$ cat config.mk
export PLATFORM = sky130hd
export DESIGN_NAME = rgb_byte_unpacker_flat
export DESIGN_NICKNAME = d
export VERILOG_FILES = /design/src/rtl/rgb_byte_unpacker_if.sv /design/src/rtl/rgb_byte_unpacker.sv /design/src/flat_wrapper.sv
export SDC_FILE = /design/constraint.sdc
export NUM_CORES = 1
export LEC_CHECK = 0
export CORE_MARGIN = 3
export CORE_UTILIZATION = 33
export DETAILED_ROUTE_END_ITERATION = 10
export PLACE_DENSITY_LB_ADDON = 0.2
export SKIP_LAST_GASP = 1
export SLEW_MARGIN = 15
export SYNTH_ARGS = -nofsm -noshare
export SYNTH_HDL_FRONTEND = slang
export SYNTH_SLANG_ARGS = --single-unit
$ cat constraint.sdc
create_clock -name clk -period 1.6 [get_ports clk]
set_input_delay 0.16 -clock clk [delete_from_list [all_inputs] [get_ports clk]]
set_output_delay 0.16 -clock clk [all_outputs]
set_load 0.01 [all_outputs]
$ cat src/rtl/rgb_byte_unpacker_if.sv
// Byte stream into the RGB unpacker: source drives data/valid, unpacker returns ready.
interface rgb_byte_unpacker_if;
    logic [7:0] s_data;
    logic       s_valid;
    logic       s_ready;

    modport master (output s_data, output s_valid, input s_ready);
    modport slave  (input s_data, input s_valid, output s_ready);
endinterface

$ cat src/rtl/rgb_byte_unpacker.sv
// Assembles R,G,B bytes into 16-bit channel words for the gray stage and tracks raster
// position, delaying valid/sof/eol/eof so they line up with the grayscale result.
module rgb_byte_unpacker #(
    parameter int IMG_W    = 640,
    parameter int IMG_H    = 480,
    parameter int GRAY_LAT = 5
) (
    input  logic                clk,
    input  logic                rst_n,
    input  logic                sync_clr,
    rgb_byte_unpacker_if.slave  s,
    output logic [15:0]         red,
    output logic [15:0]         green,
    output logic [15:0]         blue,
    output logic                pix_valid,
    output logic                gray_valid,
    output logic                gray_sof,
    output logic                gray_eol,
    output logic                gray_eof
);
    localparam int CW = (IMG_W > 1) ? $clog2(IMG_W) : 1;
    localparam int RW = (IMG_H > 1) ? $clog2(IMG_H) : 1;
    localparam logic [CW-1:0] COL_LAST = CW'(IMG_W - 1);
    localparam logic [RW-1:0] ROW_LAST = RW'(IMG_H - 1);

    typedef enum logic [1:0] {PH_R, PH_G, PH_B} phase_t;

    phase_t          phase, phase_nxt;
    logic            accept;
    logic            load_r, load_g, pix_done;
    logic [7:0]      r_hold, g_hold;
    logic [CW-1:0]   col;
    logic [RW-1:0]   row;
    logic            at_first, at_eol, at_eof;
    logic            sof_q, eol_q, eof_q;
    logic [GRAY_LAT-1:0][3:0] dly;

    assign accept   = s.s_valid & s.s_ready;
    assign at_first = (col == '0) && (row == '0);
    assign at_eol   = (col == COL_LAST);
    assign at_eof   = at_eol && (row == ROW_LAST);

    always_ff @(posedge clk or negedge rst_n) begin
        // NOTE: sequential state uses non-blocking assignments so every register samples pre-edge values.
        if (!rst_n) phase <= PH_R;
        else        phase <= phase_nxt;
    end

    always_comb begin
        // NOTE: every output of this block gets a default first, so no path can infer a latch.
        phase_nxt = phase;
        load_r    = 1'b0;
        load_g    = 1'b0;
        pix_done  = 1'b0;
        if (sync_clr) begin
            // Resync wins; a byte arriving with it becomes the R byte of pixel (0,0).
            load_r    = accept;
            phase_nxt = accept ? PH_G : PH_R;
        end else if (accept) begin
            unique case (phase)
                PH_R: begin load_r = 1'b1; phase_nxt = PH_G; end
                PH_G: begin load_g = 1'b1; phase_nxt = PH_B; end
                PH_B: begin pix_done = 1'b1; phase_nxt = PH_R; end
                default: phase_nxt = PH_R;
            endcase
        end
    end

    always_ff @(posedge clk or negedge rst_n) begin
        if (!rst_n) begin
            s.s_ready <= 1'b0;
            r_hold    <= '0;
            g_hold    <= '0;
            red       <= '0;
            green     <= '0;
            blue      <= '0;
            pix_valid <= 1'b0;
            sof_q     <= 1'b0;
            eol_q     <= 1'b0;
            eof_q     <= 1'b0;
            col       <= '0;
            row       <= '0;
        end else begin
            s.s_ready <= 1'b1;
            pix_valid <= pix_done;
            sof_q     <= pix_done & at_first;
            eol_q     <= pix_done & at_eol;
            eof_q     <= pix_done & at_eof;
            if (load_r) r_hold <= s.s_data;
            if (load_g) g_hold <= s.s_data;
            if (pix_done) begin
                red   <= {r_hold, 8'h00};
                green <= {g_hold, 8'h00};
                blue  <= {s.s_data, 8'h00};
            end
            if (sync_clr) begin
                col <= '0;
                row <= '0;
            end else if (pix_done) begin
                if (at_eol) begin
                    col <= '0;
                    row <= at_eof ? '0 : row + 1'b1;
                end else begin
                    col <= col + 1'b1;
                end
            end
        end
    end

    // Flag bits are already zero outside valid pixels, so the delayed copies stay qualified.
    always_ff @(posedge clk or negedge rst_n) begin
        // NOTE: the delay line is reset so no stale gray_valid survives an async reset.
        if (!rst_n) begin
            dly <= '0;
        end else begin
            dly[0] <= {pix_valid, sof_q, eol_q, eof_q};
            for (int i = 1; i < GRAY_LAT; i++) dly[i] <= dly[i-1];
        end
    end

    assign {gray_valid, gray_sof, gray_eol, gray_eof} = dly[GRAY_LAT-1];
endmodule

$ cat src/flat_wrapper.sv
// flat-port wrapper written by rule: the top's interface ports become plain ports
module rgb_byte_unpacker_flat 
#(
    parameter int IMG_W    = 640,
    parameter int IMG_H    = 480,
    parameter int GRAY_LAT = 5
)
  (clk, rst_n, sync_clr, red, green, blue, pix_valid, gray_valid, gray_sof, gray_eol, gray_eof, s_s_data, s_s_valid, s_s_ready);
  rgb_byte_unpacker_if s_i ();
  input  logic clk;
  input  logic rst_n;
  input  logic sync_clr;
  output logic [15:0] red;
  output logic [15:0] green;
  output logic [15:0] blue;
  output logic pix_valid;
  output logic gray_valid;
  output logic gray_sof;
  output logic gray_eol;
  output logic gray_eof;
  input wire logic [$bits(s_i.s_data)-1:0] s_s_data;
  input wire logic [$bits(s_i.s_valid)-1:0] s_s_valid;
  output wire logic [$bits(s_i.s_ready)-1:0] s_s_ready;
  assign s_i.s_data = s_s_data;
  assign s_i.s_valid = s_s_valid;
  assign s_s_ready = s_i.s_ready;
  rgb_byte_unpacker #(.IMG_W(IMG_W), .IMG_H(IMG_H), .GRAY_LAT(GRAY_LAT)) u_core (.clk(clk), .rst_n(rst_n), .sync_clr(sync_clr), .s(s_i), .red(red), .green(green), .blue(blue), .pix_valid(pix_valid), .gray_valid(gray_valid), .gray_sof(gray_sof), .gray_eol(gray_eol), .gray_eof(gray_eof));
endmodule
Word-level counts from Yosys, hierarchy flattened --
Cells that the tools add are included.
Storage, ports and cells: bits in registers 86, logic and storage cells 57, input bits 12, output and inout bits 54
Cells by class: $add $sub $neg 2, reduce and logical (&&, ||, !) cells 9, bitwise gates (word level) 4, muxes and demuxes 20, equality and inequality tests 4
Operators by type and width (count):
- 9-bit 2-to-1 mux | 4
- 10-bit 2-to-1 mux | 3
- 10-bit by 1-bit adder with 10-bit output (second input constant) | 1
- 10-bit == test (second input constant) | 1
- 10-bit logical NOT | 1
- 1-bit 2-to-1 mux | 10
- 9-bit by 1-bit adder with 9-bit output (second input constant) | 1
- 9-bit == test (second input constant) | 1
- 9-bit logical NOT | 1
- 2-bit nonzero test | 3
- 1-bit bitwise AND | 4
- 2-bit 2-to-1 mux | 2
- 2-bit one-hot mux with 2 select lines | 1
- 2-bit by 1-bit == test with 1-bit output (second input constant) | 1
- 2-bit == test (second input constant) | 1
- 1-bit logical AND | 2
- 2-bit logical NOT | 1
- 2-bit AND reduction | 1

Depth between registers and ports, before layout --
Gate-level depths: netlist (run 1).
depth after elaboration 6, gate-level depth with buffers 7, mapped depth without buffers 5

Worst setup path after synthesis (run 1) --
No wires, ideal clock.
kind register to register, start reg u_core.col[0], end reg u_core.row[6], path buffers 2, cell stages (with the launch flop) 8, data required time 1518 ps, arrival time 1581 ps, clock period less this slack 1663 ps, library setup time 82 ps, setup slack -63 ps, cells stage by stage dfrtp_1 -> ha_1 -> and2_2 -> and3_2 -> buf_2 -> a21o_1 -> buf_2 -> a31oi_1
On the way: cells in the longest elaborated chain, start to end 6, elaborated cells between the ends (all ways) 8, those cells by class eq/ne (1); mux (4); reduce/logical (3)
Ends and longest elaborated chain:
- start: declaration | RTL line rgb_byte_unpacker.sv:32 | logic [CW-1:0] col;
- start signal: assignment | RTL line rgb_byte_unpacker.sv:104 | col <= col + 1'b1;
- 10-bit == test (*) | RTL line rgb_byte_unpacker.sv:40 | assign at_eol = (col == COL_LAST);
- 1-bit logical AND | RTL line rgb_byte_unpacker.sv:41 | assign at_eof = at_eol && (row == ROW_LAST);
- 9-bit 2-to-1 mux | RTL line rgb_byte_unpacker.sv:102 | row <= at_eof ? '0 : row + 1'b1;
- 9-bit 2-to-1 mux | RTL line rgb_byte_unpacker.sv:100 | if (at_eol) begin
- 9-bit 2-to-1 mux | RTL line rgb_byte_unpacker.sv:99 | end else if (pix_done) begin
- 9-bit 2-to-1 mux | RTL line rgb_byte_unpacker.sv:96 | if (sync_clr) begin
- end signal: assignment | RTL line rgb_byte_unpacker.sv:102
- end: declaration | RTL line rgb_byte_unpacker.sv:33 | logic [RW-1:0] row;
Mark *: on every way between the ends. The rest lies on a longest branch, timed or not. The select of a mux whose other input is x is not followed. A chain may end at the register's enable or synchronous reset.

Worst setup path after layout (run 1) --
start reg u_core.row[1], end reg u_core.row[8]
On the way: cells in the longest elaborated chain, start to end 6, elaborated cells between the ends (all ways) 7, those cells by class add/sub (1); eq/ne (1); mux (4); reduce/logical (1)
Ends and longest elaborated chain (RTL line):
- branches (longest 2 deep; another with 9-bit by 1-bit adder with 9-bit output)
- 9-bit 2-to-1 mux (*) | rgb_byte_unpacker.sv:102
- 9-bit 2-to-1 mux (*) | rgb_byte_unpacker.sv:100
- 9-bit 2-to-1 mux (*) | rgb_byte_unpacker.sv:99
- 9-bit 2-to-1 mux (*) | rgb_byte_unpacker.sv:96
Every way passes the cells marked *. The select of a mux whose other input is x is not followed.

==> results.txt, run 1 <==
----------------------------------------------------
[Outcome]
  Run status ... finished, violations left
  Violations in the final reports ... setup timing

[Synthesis]
  Top area cells in the synthesized netlist ... sky130_fd_sc_hd__dfrtp_1 61%, sky130_fd_sc_hd__mux2_2 13%, sky130_fd_sc_hd__buf_4 5.1%
  Share of synthesized registers carrying an async set or reset ... 100.0%
  Count of mapped cells out of synthesis ... 271
  Most frequent cell after synthesis ... sky130_fd_sc_hd__dfrtp_1
  Yosys Warn Count ... 0
  Register area share after synthesis ... 60.54%
  Register bit total from synthesis ... 86
  Per-instance average area after synthesis ... 13.12 um2
  Post-synth top area cell ... sky130_fd_sc_hd__dfrtp_1
  Top cell types by occurrence after synthesis ... 86 x sky130_fd_sc_hd__dfrtp_1, 40 x sky130_fd_sc_hd__mux2_2, 24 x sky130_fd_sc_hd__buf_4
  Combined area of all synthesized cells ... 3555 um2
  Most common flop cell mapped by yosys ... sky130_fd_sc_hd__dfrtp_1
  Yosys cell types ... 45
  Number of enable flip-flop cells after synthesis ... 0
  Share of the synthesized area in the top cell type ... 60.54%

[Clock network]
  Clock tree from TritonCTS ... built
  Clock sinks ... 86
  Clock Tree Root ... sky130_fd_sc_hd__clkbuf_8
  Number of buffers between clock root and the deepest sink ... 2
  Clk pin slew, worst setup/hold paths ... 90 ps
  Level count of the clock H-tree ... 3
  Clock network latency to the later pin of the worst-skew pair ... 350 ps
  Num CTS Buffers ... 9

[Critical path]
  Kind of critical path ... flop to flop
  Longest individual stage delay on the worst path ... 470 ps
  CP max-delay cell ... sky130_fd_sc_hd__or4b_1
  Cells on worst reg2reg path ... 5
  Critical Path Fanout Max ... 3
  Sort of element at the end of the critical path ... flop
  Terminus of the critical flop-to-flop path ... u_core.row[8]
  FF-to-FF setup slack ... -1 ps
  Launch point of the critical path ... u_core.row[1]
  Type of origin of the critical path ... flop
  Chain of cells forming the critical path ... ha_2, and4_4, nand3_1, or4b_1, o211ai_1
  RR Startpoint ... u_core.row[1]
  CP arrival ... 1870 ps
  Required time of the critical path ... 1870 ps

[Detailed routing]
  Post-detailed-route count of antenna-violating nets ... 0
  Count of TritonRoute iterations in the first routing pass ... 4
  DRC viols ... 0
  Count of vias placed by the detailed router ... 2,303
  Routed wire length per instance ... 13.44 um
  Post-detailed-routing wire length ... 6625 um
  Initial DRC Count ... 86
  Via-per-instance ratio ... 4.671

[Final layout]
  Layout area overhead ... 28.37%
  Multi-input logic area ... 1275 um2
  Ant diodes ... 0
  Sequential cell area ... 2153 um2
  Non-filler cells in the finished layout ... 493
  Final #Nets ... 368
  Count of filler cells inserted in the layout ... 994
  Proportion of layout cells with a drive suffix above 1 ... 31.09%

[Floorplan]
  Die Span Y ... 109.8 um
  Die area ... 12,050 um2
  Initial Utilization ... 34.13%
  Horizontal die dimension ... 109.8 um
  CORE AREA ... 10,420 um2
  Number of placement rows ... 37
  Number of top-level pins ... 66

[STA]
  Unrepaired setup endpoints after global routing ... yes
  Worst max-slew margin expressed relative to the limit ... 62.28%
  Clock skew after layout ... 9.139 ps
  Final Critical Period ... 1601 ps
  Count of endpoints failing hold in the final timing report ... 0
  Top achievable clock speed ... 624.5 MHz
  Fraction of the cycle the final worst path needs ... 100.1%
  Worst Tran Pin Value ... 565.4 ps
  Final-report max-slew violation count ... 0
  Final Worst Setup Slack ... -1.377 ps
  Worst hold-check slack ... 266.8 ps
  Setup violation total in the final timing report ... 1

[Worst hold path]
  Class of the tightest hold or removal check ... input port to async pin

[Power]
  Power density relative to cell area ... 996.2 nW/um2
  Static Leak ... 2.103 nW
  Worst supply voltage drop on vdd ... 0.4294 mV

[GRT]
  Gr ovfl total ... 0
  Number of antenna violations at the first check in global routing ... 0
  Via count of the first global-routing pass ... 2,269
  Maximum number of pins on one net before global-route repair ... 37
  First-pass GRT wire length ... 11,070 um
  Aggregate global-route resource usage ... 11.76%

[Run]
  Max Cap Violations ... 0

[Placement]
  Placed Cells incl. Taps ... 472
  Number of port buffers ... 41
  Post-detail-place hpwl ... 4678 um
  Worst setup slack after placement ... -166.4 ps
  Routability Congestion ... 0.7946

----------------------------------------------------
sequential cells by signal, summed over array words and instances (netlist names), 2 cells and up:
signal         cells
u_core.dly        16
u_core.green       8
u_core.r_hold      8
u_core.col        10
u_core.blue        8
u_core.phase       2
u_core.g_hold      8
u_core.red         8
u_core.row         9
critical path: cells and delay by family (launching register included):
kind            cells  cell delay [ps]
flops               1              380
compound gates      1              160
fa+ha+maj           1              190
simple gates        3              790
metal layers:
layer	routed length [um]	share of wire, %	track usage (%)	up-vias
met5	0	0	0	-
met4	103	1.6	4.274	0
met3	295	4.5	2.936	11
met2	3225	49	18.28	60
met1	3000	45	15.90	1167
li1	-	-	-	1065
layout by cell type (no fill, tap or decap), drive strengths merged, types with 8 or more instances in the layout:
cell type | Yosys | routed
dfrtp | 86 | 86
mux2 | 40 | 40
clkdlybuf4s50 | 0 | 40
buf | 31 | 39
conb | 2 | 25
nor2 | 15 | 15
nand2 | 11 | 11
clkbuf | 2 | 10
xor2 | 8 | 8
nand3 | 8 | 8
o21ai | 8 | 8
where the power goes:
| part | switching (mW) | leakage [nW] | total [mW] | internal, mW |
|---|---|---|---|---|
| Clock | 0.786 | 0.0993 | 1.56 | 0.772 |
| Combinational | 0.224 | 0.847 | 0.545 | 0.321 |
| Sequential | 0.0900 | 1.16 | 2.44 | 2.35 |
| Total | 1.10 | 2.10 | 4.55 | 3.45 |
area by class of cell:
type / count / area share (%)
clock buffers: 10 / 3.016
repair buffers: 80 / 16.23
multi-input cells: 170 / 27.94
well taps: 136 / 3.729
inverters: 5 / 0.4113
clock inverters: 6 / 1.481
flip-flops and latches: 86 / 47.19
worst max-delay path by stage:
| stage | endpoint | depth (start not counted) | slack, ps |
|---|---|---|---|
| floorplan | u_core.row[8] | 5 | 4 |
| global placement | u_core.blue[12] | 5 | -130 |
| detailed placement | u_core.col[9] | 5 | -170 |
| CTS | u_core.row[8] | 5 | -10 |
| global route | u_core.row[8] | 5 | -90 |
| finish | u_core.row[8] | 5 | -1 |
kinds of logic (layout without fill, tap and decap cells):
| kind of cell | count (synthesis) | in the layout | share of synthesized area, % |
|---|---|---|---|
| other | 2 | 25 | 0.2113 |
| AND/OR/NAND/NOR | 64 | 64 | 11.16 |
| adder cells (fa/ha/maj) | 4 | 4 | 1.408 |
| AO/OA/AOI/OAI | 29 | 29 | 5.280 |
| multiplexers | 40 | 40 | 12.67 |
| buffers and inverters | 38 | 101 | 6.758 |
| flip-flops | 86 | 86 | 60.54 |
| XOR/XNOR | 8 | 8 | 1.971 |
repair_timing:
action	in CTS	in global routing
setup endpoints to repair	1	9
endpoints found under the hold margin	25	0
hold buffers	1	0
resized for setup	2	3
pin swaps	3	3
buffers inserted	2	2
through the flow:
stage | setup TNS (ps) | instance area, um2 | power [mW] | util (%)
final | -1.377 | 4563 | 4.546 | 43.81
after global routing | -166.0 | 4563 | 4.781 | 43.81
after floorplan | 0 | 3647 | 2.770 | -
after detailed placement | -6069 | 4297 | 3.041 | 41.25
after global placement | -5071 | 4297 | 3.027 | 41.25
after CTS | -14.12 | 4532 | 4.625 | 43.51
Note: power is estimated with default switching activity, not from simulation.
==> run 2, diff against run 1 <==
--- a/config.mk
+++ b/config.mk
@@ -5,8 +5,10 @@
 export SDC_FILE = /design/constraint.sdc
 export NUM_CORES = 1
 export LEC_CHECK = 0
+export CAP_MARGIN = 20
 export CORE_MARGIN = 3
 export CORE_UTILIZATION = 33
+export CTS_CLUSTER_DIAMETER = 60
 export DETAILED_ROUTE_END_ITERATION = 10
 export PLACE_DENSITY_LB_ADDON = 0.2
 export SKIP_LAST_GASP = 1
==> results of run 2 <==
Final layout, timing and power as in run 1 (identical DEF).
==> run 3, diff against run 2 <==
--- a/config.mk
+++ b/config.mk
@@ -5,12 +5,12 @@
 export SDC_FILE = /design/constraint.sdc
 export NUM_CORES = 1
 export LEC_CHECK = 0
-export CAP_MARGIN = 20
 export CORE_MARGIN = 3
 export CORE_UTILIZATION = 33
 export CTS_CLUSTER_DIAMETER = 60
 export DETAILED_ROUTE_END_ITERATION = 10
 export PLACE_DENSITY_LB_ADDON = 0.2
+export RECOVER_POWER = 25
 export SKIP_LAST_GASP = 1
 export SLEW_MARGIN = 15
 export SYNTH_ARGS = -nofsm -noshare
==> results.txt, run 3 (synthesis results as in run 1) <==
----------------------------------------------------
[Critical path]
  FF-to-FF setup slack ... -7 ps
  Sort of element at the end of the critical path ... flop
  Launch point of the critical path ... u_core.row[1]
  Terminus of the critical flop-to-flop path ... u_core.row[8]
  Critical Path Sink ... u_core.row[8]
  CP arrival ... 1870 ps
  RR Startpoint ... u_core.row[1]
  Critical Path Fanout Max ... 3
  Required time of the critical path ... 1860 ps
  Type of origin of the critical path ... flop
  Cells on worst reg2reg path ... 5
  Kind of critical path ... flop to flop

[Placement]
  Post-detail-place hpwl ... 4678 um
  Routability Congestion ... 0.7946
  Number of port buffers ... 41
  Worst setup slack after placement ... -166.4 ps

[Final layout]
  Ant diodes ... 0
  Proportion of layout cells with a drive suffix above 1 ... 30.81%
  Most common library cell in the layout ignoring fill and taps ... sky130_fd_sc_hd__dfrtp_1
  Flip-flop count of the largest register after layout ... 16
  Most used cells in the layout excluding fill and tap cells ... 85 x sky130_fd_sc_hd__dfrtp_1, 40 x sky130_fd_sc_hd__mux2_2, 40 x sky130_fd_sc_hd__clkdlybuf4s50_1
  Layout area overhead ... 28.19%
  Final #Nets ... 368
  Register containing the most flip-flops in the final layout ... u_core.dly
  Top flop regs ... u_core.dly x16, u_core.col x10, u_core.row x9

[STA]
  Setup violation total in the final timing report ... 1
  Final Critical Period ... 1607 ps
  Fraction of the cycle the final worst path needs ... 100.4%
  Worst max-slew margin expressed relative to the limit ... 49.32%
  Final-report max-slew violation count ... 0
  Count of endpoints failing hold in the final timing report ... 0
  Worst Tran Pin Value ... 760.3 ps
  Top achievable clock speed ... 622.5 MHz
  Unrepaired setup endpoints after global routing ... yes
  Final Worst Setup Slack ... -6.528 ps
  Worst hold-check slack ... 348.1 ps
  Clock skew after layout ... 8.988 ps

[Clock network]
  Number of buffers between clock root and the deepest sink ... 2
  Clk pin slew, worst setup/hold paths ... 80 ps
  Clock sinks ... 86
  Clock network latency to the later pin of the worst-skew pair ... 350 ps
  Num CTS Buffers ... 9
  Clock tree from TritonCTS ... built
  Level count of the clock H-tree ... 3
  Clock Tree Root ... sky130_fd_sc_hd__clkbuf_8

[Power]
  Int Pwr ... 3.444 mW
  Total power of the final layout ... 4.543 mW
  Power density relative to cell area ... 997.0 nW/um2
  Switching Share ... 24.19%
  Part of the total power dissipated in the clock network ... 34.3%
  Combinational group share of total power ... 11.9%
  Worst supply voltage drop on vdd ... 0.4294 mV
  Part of the power in registers ... 53.8%
  Net switching power ... 1.099 mW
  Static Leak ... 2.099 nW

[Detailed routing]
  Initial DRC Count ... 89
  Routed wire length per instance ... 13.38 um
  Count of TritonRoute iterations in the first routing pass ... 4
  DRC viols ... 0
  Count of vias placed by the detailed router ... 2,297
  Via-per-instance ratio ... 4.659
  Post-detailed-route count of antenna-violating nets ... 0
  Post-detailed-routing wire length ... 6596 um

[Outcome]
  Violations in the final reports ... setup timing
  Run status ... finished, violations left

[GRT]
  Gr ovfl total ... 0
  Maximum number of pins on one net before global-route repair ... 37
  Via count of the first global-routing pass ... 2,269
  Number of antenna violations at the first check in global routing ... 0
  Aggregate global-route resource usage ... 11.76%
  First-pass GRT wire length ... 11,070 um

[Floorplan]
  Number of placement rows ... 37
  Die area ... 12,050 um2
  CORE AREA ... 10,420 um2
  Horizontal die dimension ... 109.8 um
  Number of top-level pins ... 66
  Initial Utilization ... 34.13%
  Die Span Y ... 109.8 um

[Run]
  Max Cap Violations ... 0

[Worst hold path]
  Class of the tightest hold or removal check ... flop to flop

----------------------------------------------------
==> run 3: changes by cell type in the layout (fill, tap and decap cells not counted), sizes merged <==
cell	change
buf	-2
clkbuf	+2
==> run 3: power groups by stage <==
stage | Combinational (mW) | Clock, mW | Sequential (mW)
floorplan | 0.264 | 0 | 2.51
global placement | 0.544 | 0 | 2.48
detailed placement | 0.551 | 0 | 2.49
CTS | 0.555 | 1.62 | 2.45
global route | 0.602 | 1.71 | 2.47
finish | 0.543 | 1.56 | 2.44
==> run 3: critical path, stage by stage, from the launching register on <==
cell and delay (ps):
sky130_fd_sc_hd__dfrtp_1 380, sky130_fd_sc_hd__ha_2 190, sky130_fd_sc_hd__and4_4 220, sky130_fd_sc_hd__nand3_1 100, sky130_fd_sc_hd__or4b_1 480, sky130_fd_sc_hd__o211ai_1 160
==> run 3: final cells by class <==
cell class                 instances  area, um2
clock buffer                      10      137.6
clock inverter                     6      67.56
fill                             995       5859
inverter                           5      18.77
multi-input combinational        170       1275
sequential                        86       2153
tap                              136      170.2
timing repair buffer              80      734.5
==> run 3: timing repair <==
item | 4_1_cts | 5_1_grt
setup buffers | 2 | 2
gates resized for setup | 2 | 3
endpoints found under the setup margin | 1 | 9
hold buffers | 1 | 0
endpoints found under the hold margin | 25 | 0
pin swaps | 3 | 3
cloned | 0 | 0
==> run 3: metal layers <==
| metal | track usage, % | share of wire [%] |
|---|---|---|
| met5 | 0 | 0 |
| met4 | 4.274 | 1.6 |
| met3 | 2.936 | 4.4 |
| met2 | 18.28 | 49 |
| met1 | 15.90 | 45 |
==> run 3: how the worst min path moves through the flow <==
stage	from	end	slack, ps	depth (start not counted)
floorplan	rst_n	u_core.blue[10]	-140	0
global placement	rst_n	u_core.blue[10]	120	1
detailed placement	rst_n	u_core.blue[10]	120	1
CTS	rst_n	u_core.blue[10]	260	2
global route	u_core.dly[10]	u_core.dly[14]	360	0
finish	u_core.eof_q	u_core.dly[0]	350	0
==> run 3: per-stage QoR <==
stage	instances	cell area, um2	util [%]	setup TNS (ps)
after floorplan	294	3647	-	0
after global placement	472	4297	41.25	-5071
after CTS	491	4532	43.51	-14.12
final	493	4557	43.75	-6.528
after global routing	493	4557	43.75	-166.0
after detailed placement	472	4297	41.25	-6069
